<file path="config.mk">
export PLATFORM = sky130hd
export DESIGN_NAME = rtlram_arbfwd_lat
export DESIGN_NICKNAME = d
export VERILOG_FILES = /design/src/rtl/rtlram_arbfwd_lat.sv
export SDC_FILE = /design/constraint.sdc
export NUM_CORES = 1
export LEC_CHECK = 0
export CORE_MARGIN = 2
export CORE_UTILIZATION = 50
export DETAILED_ROUTE_END_ITERATION = 16
export PLACE_DENSITY = 0.86
export SYNTH_ARGS = -nofsm -noshare
export SYNTH_HDL_FRONTEND = slang
export SYNTH_SLANG_ARGS = --single-unit
</file>
<file path="constraint.sdc">
create_clock -name clk -period 10.7 [get_ports clk]
set_input_delay 2.14 -clock clk [delete_from_list [all_inputs] [get_ports clk]]
set_output_delay 2.14 -clock clk [all_outputs]
set_load 0.01 [all_outputs]
</file>
<file path="src/rtl/rtlram_arbfwd_lat.sv">
// Engine read/write + CPU port arbiter onto a 1R1W RAM: RDLAT-stage read pipeline with write forwarding, starvation-forced CPU grants.
// Reads return RDLAT clocks after grant (uprdy one later); engine backpressured one cycle on force. Optional fwdhit counter: RTLRAM_FWDCNT_EN.
module rtlram_arbfwd_lat #(
   parameter int ADDRBIT = 5,
   parameter int WIDTH   = 32,
   parameter int RDLAT   = 2,
   parameter int MAXWAIT = 15
) (
   input  logic               clk,
   input  logic               rst,
   input  logic               active,
   input  logic               eng_re,
   input  logic [ADDRBIT-1:0] eng_ra,
   output logic               eng_rrdy,
   output logic               eng_rvld,
   output logic [WIDTH-1:0]   eng_rdd,
   input  logic               eng_we,
   input  logic [ADDRBIT-1:0] eng_wa,
   input  logic [WIDTH-1:0]   eng_wrd,
   output logic               eng_wrdy,
   input  logic               upen,
   input  logic [ADDRBIT-1:0] upa,
   input  logic               upws,
   input  logic               uprs,
   input  logic [WIDTH-1:0]   updi,
   output logic [WIDTH-1:0]   updo,
   output logic               uprdy,
   output logic               memwe,
   output logic [ADDRBIT-1:0] memwa,
   output logic [WIDTH-1:0]   memwrd,
   output logic               memre,
   output logic [ADDRBIT-1:0] memra,
   input  logic [WIDTH-1:0]   memrdd
`ifdef RTLRAM_FWDCNT_EN
   ,
   output logic [15:0]        fwdhit
`endif
);

   localparam int LAST = RDLAT - 1;

   logic               engrd, engwr, eng_racc, eng_wacc;
   logic               wr_pend, rd_pend, wf, rf, cgw, cgr, rd_grant;
   logic [7:0]         wcnt, rcnt;
   logic [RDLAT-1:0]   p_v, p_cpu, p_ff, c_sr, hit;
   logic [ADDRBIT-1:0] p_a [RDLAT];
   logic [WIDTH-1:0]   p_d [RDLAT];
   logic [WIDTH-1:0]   pipe_out, eng_hold, updo_q;

   always_comb begin
      engrd    = eng_re & active;
      engwr    = eng_we & active;
      wf       = wr_pend & (wcnt == 8'(MAXWAIT));
      rf       = rd_pend & (rcnt == 8'(MAXWAIT));
      eng_wrdy = ~wf;
      eng_rrdy = ~rf;
      // CPU write also wins a same-address collision; the engine write is then dropped.
      cgw      = wr_pend & (wf | ~engwr | (eng_wa == upa));
      eng_wacc = engwr & eng_wrdy;
      memwe    = cgw | eng_wacc;
      memwa    = cgw ? upa  : eng_wa;
      memwrd   = cgw ? updi : eng_wrd;
      eng_racc = engrd & eng_rrdy;
      cgr      = rd_pend & (rf | ~engrd);
      rd_grant = eng_racc | cgr;
      memra    = eng_racc ? eng_ra : upa;
      memre    = rd_grant & ~(memwe & (memwa == memra));
      // hit[0]: write in the read's own issue cycle; hit[i]: write while the read sits in stage i-1.
      hit      = '0;
      hit[0]   = rd_grant & memwe & (memwa == memra);
      for (int i = 1; i < RDLAT; i++)
         hit[i] = p_v[i-1] & memwe & (memwa == p_a[i-1]);
      pipe_out = p_ff[LAST] ? p_d[LAST] : memrdd;
      eng_rvld = p_v[LAST] & ~p_cpu[LAST];
      eng_rdd  = eng_rvld ? pipe_out : eng_hold;
      updo     = upen ? updo_q : '0;
   end

   always_ff @(posedge clk or posedge rst) begin
      if (rst) begin
         wr_pend <= 1'b0;
         rd_pend <= 1'b0;
         wcnt    <= '0;
         rcnt    <= '0;
      end else if (!upen) begin
         wr_pend <= 1'b0;
         rd_pend <= 1'b0;
         wcnt    <= '0;
         rcnt    <= '0;
      end else begin
         wr_pend <= upws | (wr_pend & ~cgw);
         rd_pend <= uprs | (rd_pend & ~cgr);
         if (cgw)
            wcnt <= '0;
         else if (wr_pend && wcnt != 8'hFF)
            wcnt <= wcnt + 8'd1;
         if (cgr)
            rcnt <= '0;
         else if (rd_pend && rcnt != 8'hFF)
            rcnt <= rcnt + 8'd1;
      end
   end

   always_ff @(posedge clk or posedge rst) begin
      if (rst) begin
         p_v      <= '0;
         p_cpu    <= '0;
         p_ff     <= '0;
         c_sr     <= '0;
         for (int i = 0; i < RDLAT; i++) begin
            p_a[i] <= '0;
            p_d[i] <= '0;
         end
         eng_hold <= '0;
         updo_q   <= '0;
         uprdy    <= 1'b0;
      end else begin
         p_v[0]   <= rd_grant;
         p_cpu[0] <= cgr;
         p_a[0]   <= memra;
         p_ff[0]  <= hit[0];
         p_d[0]   <= memwrd;
         c_sr[0]  <= cgw | cgr;
         for (int i = 1; i < RDLAT; i++) begin
            p_v[i]   <= p_v[i-1];
            p_cpu[i] <= p_cpu[i-1];
            p_a[i]   <= p_a[i-1];
            p_ff[i]  <= p_ff[i-1] | hit[i];
            p_d[i]   <= hit[i] ? memwrd : p_d[i-1];
            c_sr[i]  <= c_sr[i-1];
         end
         uprdy <= upen & c_sr[LAST];
         if (eng_rvld)
            eng_hold <= pipe_out;
         if (p_v[LAST] & p_cpu[LAST])
            updo_q <= pipe_out;
      end
   end

`ifdef RTLRAM_FWDCNT_EN
   logic [15:0] fwd_inc;

   always_comb begin
      fwd_inc = 16'(cgw & eng_wacc);
      for (int i = 0; i < RDLAT; i++)
         fwd_inc = fwd_inc + 16'(hit[i]);
   end

   always_ff @(posedge clk or posedge rst) begin
      if (rst)
         fwdhit <= '0;
      else if (cgr && (upa == '1))
         fwdhit <= '0;
      else if (fwdhit > (16'hFFFF - fwd_inc))
         fwdhit <= 16'hFFFF;
      else
         fwdhit <= fwdhit + fwd_inc;
   end
`endif

endmodule

</file>
==> metrics <==
CORE AREA around 0.014 mm²; # clock sinks 160; vias in the first global route between 5k and 6k; CP max-delay cell o22ai_4; PwrDens roughly 170 mW/mm²; Finished Layout Cells between 1k and 1.5k; Lkg Pwr about 4 nW; placed cell count about 990; # Post-CTS Setup Buffers 0; largest cells by area after synthesis dfrtp_1 57%, mux2_2 10%, mux2i_1 5.0%; Nets between 900 and 1k; Remaining DRCs 0; Fin Clk Skew a little over 0.01 ns; initial antenna violation count 0; Syn Area/Cell between 10 and 15 µm²; number of synthesized register bits 160; first drt pass iteration count 5; Clk Latency, worst-skew pair about 0.42 ns; Rel. slew slack between 20% and 30%; Critical Path Fanout Max 28; shortest clock period the worst path allows after layout 7.87 ns; Seq/Total Area, Yosys between 50% and 60%; synthesized instance count 610; biggest area consumer among synthesized cells dfrtp_1; post-synth net total 731; layout cell share with drive strength beyond 1 12.8%; row count 43; crit end category primary output; Chip Width around 120 µm; period utilisation layout 73.5%; Ports about 230; status finished, final reports clean; Post-synth EDFFs 0; Largest stage delay, worst path around 0.64 ns; startpoint types primary input; CTS Hold Buffers Added 0; Worst Path Arrival between 5 and 6 ns; Ant. Diodes 0; vias per cell between 5 and 6; Distinct cells, synth 52; TNS Setup 0 ns; input/output buffers between 200 and 250; worst slew pin tran between 1 and 1.5 ns; TritonCTS clock tree yes; post-CTS sizing 0; clock slew at the register clock pins of the worst setup and hold paths approximately 0.06 ns; Req. time, crit path roughly 8.6 ns; CTS Buf Count 17; first-pass GRT wire length a little under 30,000 µm; drt total wl ~18,000 µm; Die H about 120 µm; top cells by count, synth 160 x dfrtp_1, 63 x mux2_2, 52 x nor2_1; fmax ~130 MHz; initial drt markers 341; # setup viols final 0; synthesized area about 0.007 mm²; total grt overflow 0; VDD IR-drop max roughly 130 µV; final hold viol count 0; worst hold path class reg -> reg; overall global routing resource usage around 26%; CTS HTree Levels 4; DR WL/cell about 18 µm; GPL Wtd Cong around 0.89; initial core utilization between 50 and 60%; critical path, cell by cell clkdlybuf4s50_1, xor2_1, or3_1, o22ai_4, buf_4, mux2_2, nor2b_1, nor2_1, a31oi_1, clkdlybuf4s50_1; max-cap violations 0; vias post-DR roughly 5.5k; area grow syn2layout 43.6%; Yosys top cell area share approximately 57%; root buf cell clkbuf_16; die area around 0.015 mm²; Setup CP Type in -> out; async set-reset flop share out of synthesis between 90% and 100%; Main synth FF type dfrtp_1; Ys Warns 0; fin. max-slew vios 0; largest net degree at the start of global routing between 90 and 100; Max Root-Sink Buffers 2; most frequent cell after synthesis dfrtp_1; dpl hpwl 13,000 µm; Routed Antenna Nets 0; Top cell by count, worst path clkdlybuf4s50_1; RSZ-0062 raised after global routing no
cells by family after synthesis:
group	share of synthesized area (%)
xor+xnor	3.01
buf+inv	3.01
mux	15.8
compound gates	8.42
fa+ha+maj	0.358
simple gates	12.1
flops	57.3
final timing paths:
kind,slack [ns],endpoint,start,cells after the start
max,2.83,memre,upa[2],10
min in group asynchronous,2.28,p_d[35],rst,2
min,0.36,p_cpu[1],p_cpu[0],0
max in group asynchronous,7.01,p_ff[1],rst,3
min reg2reg,0.36,p_cpu[1],p_cpu[0],0
max reg2reg,6.71,p_d[16],wcnt[4],9
power by group:
part           internal, mW  switching (mW)  total (mW)
combinational         0.192           0.158       0.349
clock                 0.397           0.233       0.631
sequential            0.679          0.0322       0.711
total                  1.27           0.423        1.69
critical path, delay by kind of cell:
| kind | cells | cell delay, ns |
|---|---|---|
| buffers and inverters | 3 | 1.55 |
| xor gates and xnor gates | 1 | 0.21 |
| AOI/OAI and AO/OA | 2 | 0.84 |
| muxes | 1 | 0.39 |
| and+or+nand+nor | 3 | 0.57 |
cell usage in the layout, fill, tap and decap left out, types with 2 or more instances in the layout:
cell type | netlist | layout
nand2_1 | 51 | 51
o21ai_0 | 41 | 41
nor2b_1 | 3 | 3
inv_1 | 16 | 15
mux2_2 | 63 | 63
and4_1 | 2 | 2
clkdlybuf4s50_1 | 0 | 230
clkbuf_1 | 21 | 5
clkbuf_16 | 0 | 17
a21oi_1 | 38 | 38
clkinv_4 | 0 | 2
nor2_1 | 52 | 52
o22ai_1 | 2 | 2
nand4_1 | 5 | 5
mux2_1 | 4 | 4
mux2i_1 | 35 | 35
xor2_1 | 13 | 13
xnor2_1 | 11 | 11
dfrtp_1 | 160 | 159
ha_1 | 2 | 2
clkinvlp_4 | 0 | 2
and2_1 | 36 | 35
a31oi_1 | 2 | 2
or3_1 | 3 | 3
nand3_1 | 6 | 6
bufinv_16 | 0 | 4
or2_2 | 3 | 3
nor3_1 | 3 | 3
buf_4 | 4 | 5
area by class of cell:
class	instances	area [µm²]
sequential	160	4010
fill	972	3740
multi-input combinational	401	2780
timing repair buffer	235	2340
clock buffer	23	458
tap	180	225
clock inverter	9	158
inverter	16	65.1
state kept, by name, indices dropped and copies added (netlist names):
name      cells
p_v           2
c_sr          2
p_ff          2
eng_hold     32
p_d          64
uprdy         1
updo_q       32
wcnt          8
p_cpu         2
wr_pend       1
rcnt          8
p_a           5
rd_pend       1
per-layer routing:
metal	vias to the layer above	track usage [%]	routed length (µm)
li1	2531	-	-
met1	2699	32.6	7550
met2	206	42.6	9360
met3	26	6.69	1260
met4	0	7.90	314
met5	-	0	0
stage by stage:
step           total power [mW]  hold WS, ns  util, %  setup slack, ns  cell area (µm²)
6_report                   1.69        0.360     72.8             2.83            10000
5_1_grt                    1.77        0.382     72.8             2.67            10000
4_1_cts                    1.70        0.368     72.8             2.83            10000
3_5_place_dp               1.07        0.348     68.4             2.85             9420
3_3_place_gp               1.06        0.335     68.4             2.87             9420
2_1_floorplan             0.875        0.331        -             4.24             6990
No activity file was read; power rests on OpenSTA's default activity.
==> variant, RTL diff (same settings) <==
Build with the macro `RTLRAM_FWDCNT_EN` defined.
--- a/src/rtl/rtlram_arbfwd_lat.sv
+++ b/src/rtl/rtlram_arbfwd_lat.sv
@@ -1,5 +1,7 @@
 // Engine read/write + CPU port arbiter onto a 1R1W RAM: RDLAT-stage read pipeline with write forwarding, starvation-forced CPU grants.
 // Reads return RDLAT clocks after grant (uprdy one later); engine backpressured one cycle on force. Optional fwdhit counter: RTLRAM_FWDCNT_EN.
+`define RTLRAM_FWDCNT_EN
+
 module rtlram_arbfwd_lat #(
    parameter int ADDRBIT = 5,
    parameter int WIDTH   = 32,
Check against the original RTL (old outputs only; new: fwdhit): equivalent (equiv_simple and equiv_induct, registers matched by name and starting in step).
==> variant against the unedited design <==
Core utilization decreased by 2.1 points. Total power up 3.7%. Area after synthesis increased by 14%. Setup slack better by 110 ps. Synthesized cell count grew 19%. Sequential share of layout area fell by 0.45 points. Final area increased by 11%. Sequential cell count increased by 16. Wire length up 11%. Largest cell class unchanged.
==> variant: results <==
{
  "status": "finished clean",
  "avgRoutedWirePerCell_um": 17.3,
  "grt_start_max_net_pins": 93,
  "maximum_clock_path_buffer_count": 2,
  "routabilityCongestion": 0.852,
  "dp_cells": 1158,
  "min_from": "c_sr[0]",
  "layout_top_registers": "p_d: 64 flops, eng_hold: 32 flops, updo_q: 32 flops",
  "worstReg2RegEnd": "fwdhit[12]",
  "fin_worst_skew_ps": 10.2,
  "clk_transition_reported_paths_ps": 60,
  "largest_fanout_of_any_net_on_the_critical_path": 42,
  "total_internal_power_w": 0.00128,
  "diodes": 0,
  "use_met1": 0.314,
  "synthesis.nets": 854,
  "vdd.ir_drop.worst_uv": 112,
  "power.static_leakage_nw": 4.61,
  "layout-area-overhead-vs-synth_pct": 39.8,
  "detailroute.via_count": 6292,
  "detailroute.wirelength.met3_mm": 1.14,
  "global_route_usage_over_all_layers": 0.245,
  "seq_area_frac_synth": 0.552,
  "post_synth_main_area_contributors": "dfrtp_1 (55%), mux2_2 (8.6%), mux2i_1 (4.8%)",
  "drt_iter0_markers": 279,
  "classification_of_the_worst_slack_hold_path": "reg2reg",
  "tightest_slew_ps": 1200,
  "cts_inserted_buffers": 17,
  "worst_hold_path.endpoint": "c_sr[1]",
  "post_route_cells_drive_above_1_share": 0.111,
  "gr-usage-met3": 0.0509,
  "fillers": 1205,
  "wirelength_met1_mm": 8.64,
  "synth_top_cells_by_count": "dfrtp_1 (176), nor2_1 (65), mux2_2 (61)",
  "ff2ff_setup_slack_ps": 4940,
  "dr.pass1.iters": 4,
  "path_common_cell": "clkdlybuf4s50_1",
  "synth_flop_cell": "dfrtp_1",
  "synth_cell_types": 55,
  "critical_path.top_delay_family": "compound AO/OA/AOI/OAI gates",
  "cts-root-buf": "clkbuf_16",
  "crit-reg2reg-launch": "wcnt[0]",
  "insertion_delay_ps": 420,
  "drt_wl_total_mm": 20.6,
  "wl_met2_mm": 10.3,
  "placed_area_um2": 10600,
  "holdPathStages": 0,
  "place_worst_setup_slack_ps": 2890,
  "port-buffer-count": 246,
  "max_stage_delay_ps": 910,
  "holdWs_ps": 350,
  "dpl.hpwl_mm": 14.3,
  "nNetsFinal": 1087,
  "groute.layer.met2.usage": 0.419,
  "syn-mean-instance-area_um2": 11.0,
  "wire_length_of_the_first_global_routing_pass_mm": 32.1,
  "ctsHtreeMaxLevel": 4,
  "cpMaxStageDelayCell": "a22o_2",
  "worstRegToRegCells": 15
}
variant: changes by cell type after synthesis, moves of 4 or more:
| cell | before | now |
|---|---|---|
| a211oi_1 | 0 | 5 |
| nor3_1 | 3 | 7 |
| inv_1 | 16 | 29 |
| buf_4 | 4 | 0 |
| buf_1 | 4 | 8 |
| a21oi_1 | 38 | 58 |
| nor2_1 | 52 | 65 |
| nand3_1 | 6 | 19 |
| and3_1 | 1 | 12 |
| dfrtp_1 | 160 | 176 |
| a21o_1 | 0 | 4 |
variant: kinds of logic after synthesis:
| group | count (synthesis) | synth area share |
|---|---|---|
| AOI/OAI and AO/OA | 135 | 0.103 |
| xor gates and xnor gates | 28 | 0.0307 |
| adders and majority gates | 7 | 0.0128 |
| buffers and inverters | 66 | 0.0342 |
| DFF | 176 | 0.552 |
| muxes | 102 | 0.138 |
| and+or+nand+nor | 214 | 0.130 |
variant: cell type report:
class	instances	share of cell area
Clock buffer	22	0.0434
Clock inverter	10	0.00695
Inverter	29	0.0102
Multi-Input combinational cell	486	0.297
Sequential cell	176	0.395
Tap cell	216	0.0242
Timing Repair Buffer	251	0.224
variant: how the worst max path moves through the flow:
stage                start       to  slack [ps]  cells past startpoint
finish              upa[0]    memre        2940                      9
global route        upa[0]    memre        2650                      9
CTS                 upa[0]    memre        2890                      9
detailed placement  upa[0]    memre        2890                      9
global placement    upa[0]    memre        2970                      9
floorplan              rst  c_sr[0]        3790                      1
variant: power by group through the flow:
stage / registers [W] / clock network, W / logic [W]
after global routing: 0.000793 / 0.000621 / 0.000420
after detailed placement: 0.000796 / 0 / 0.000386
after global placement: 0.000791 / 0 / 0.000379
after floorplan: 0.000785 / 0 / 0.000184
final: 0.000784 / 0.000584 / 0.000386
after CTS: 0.000784 / 0.000594 / 0.000389
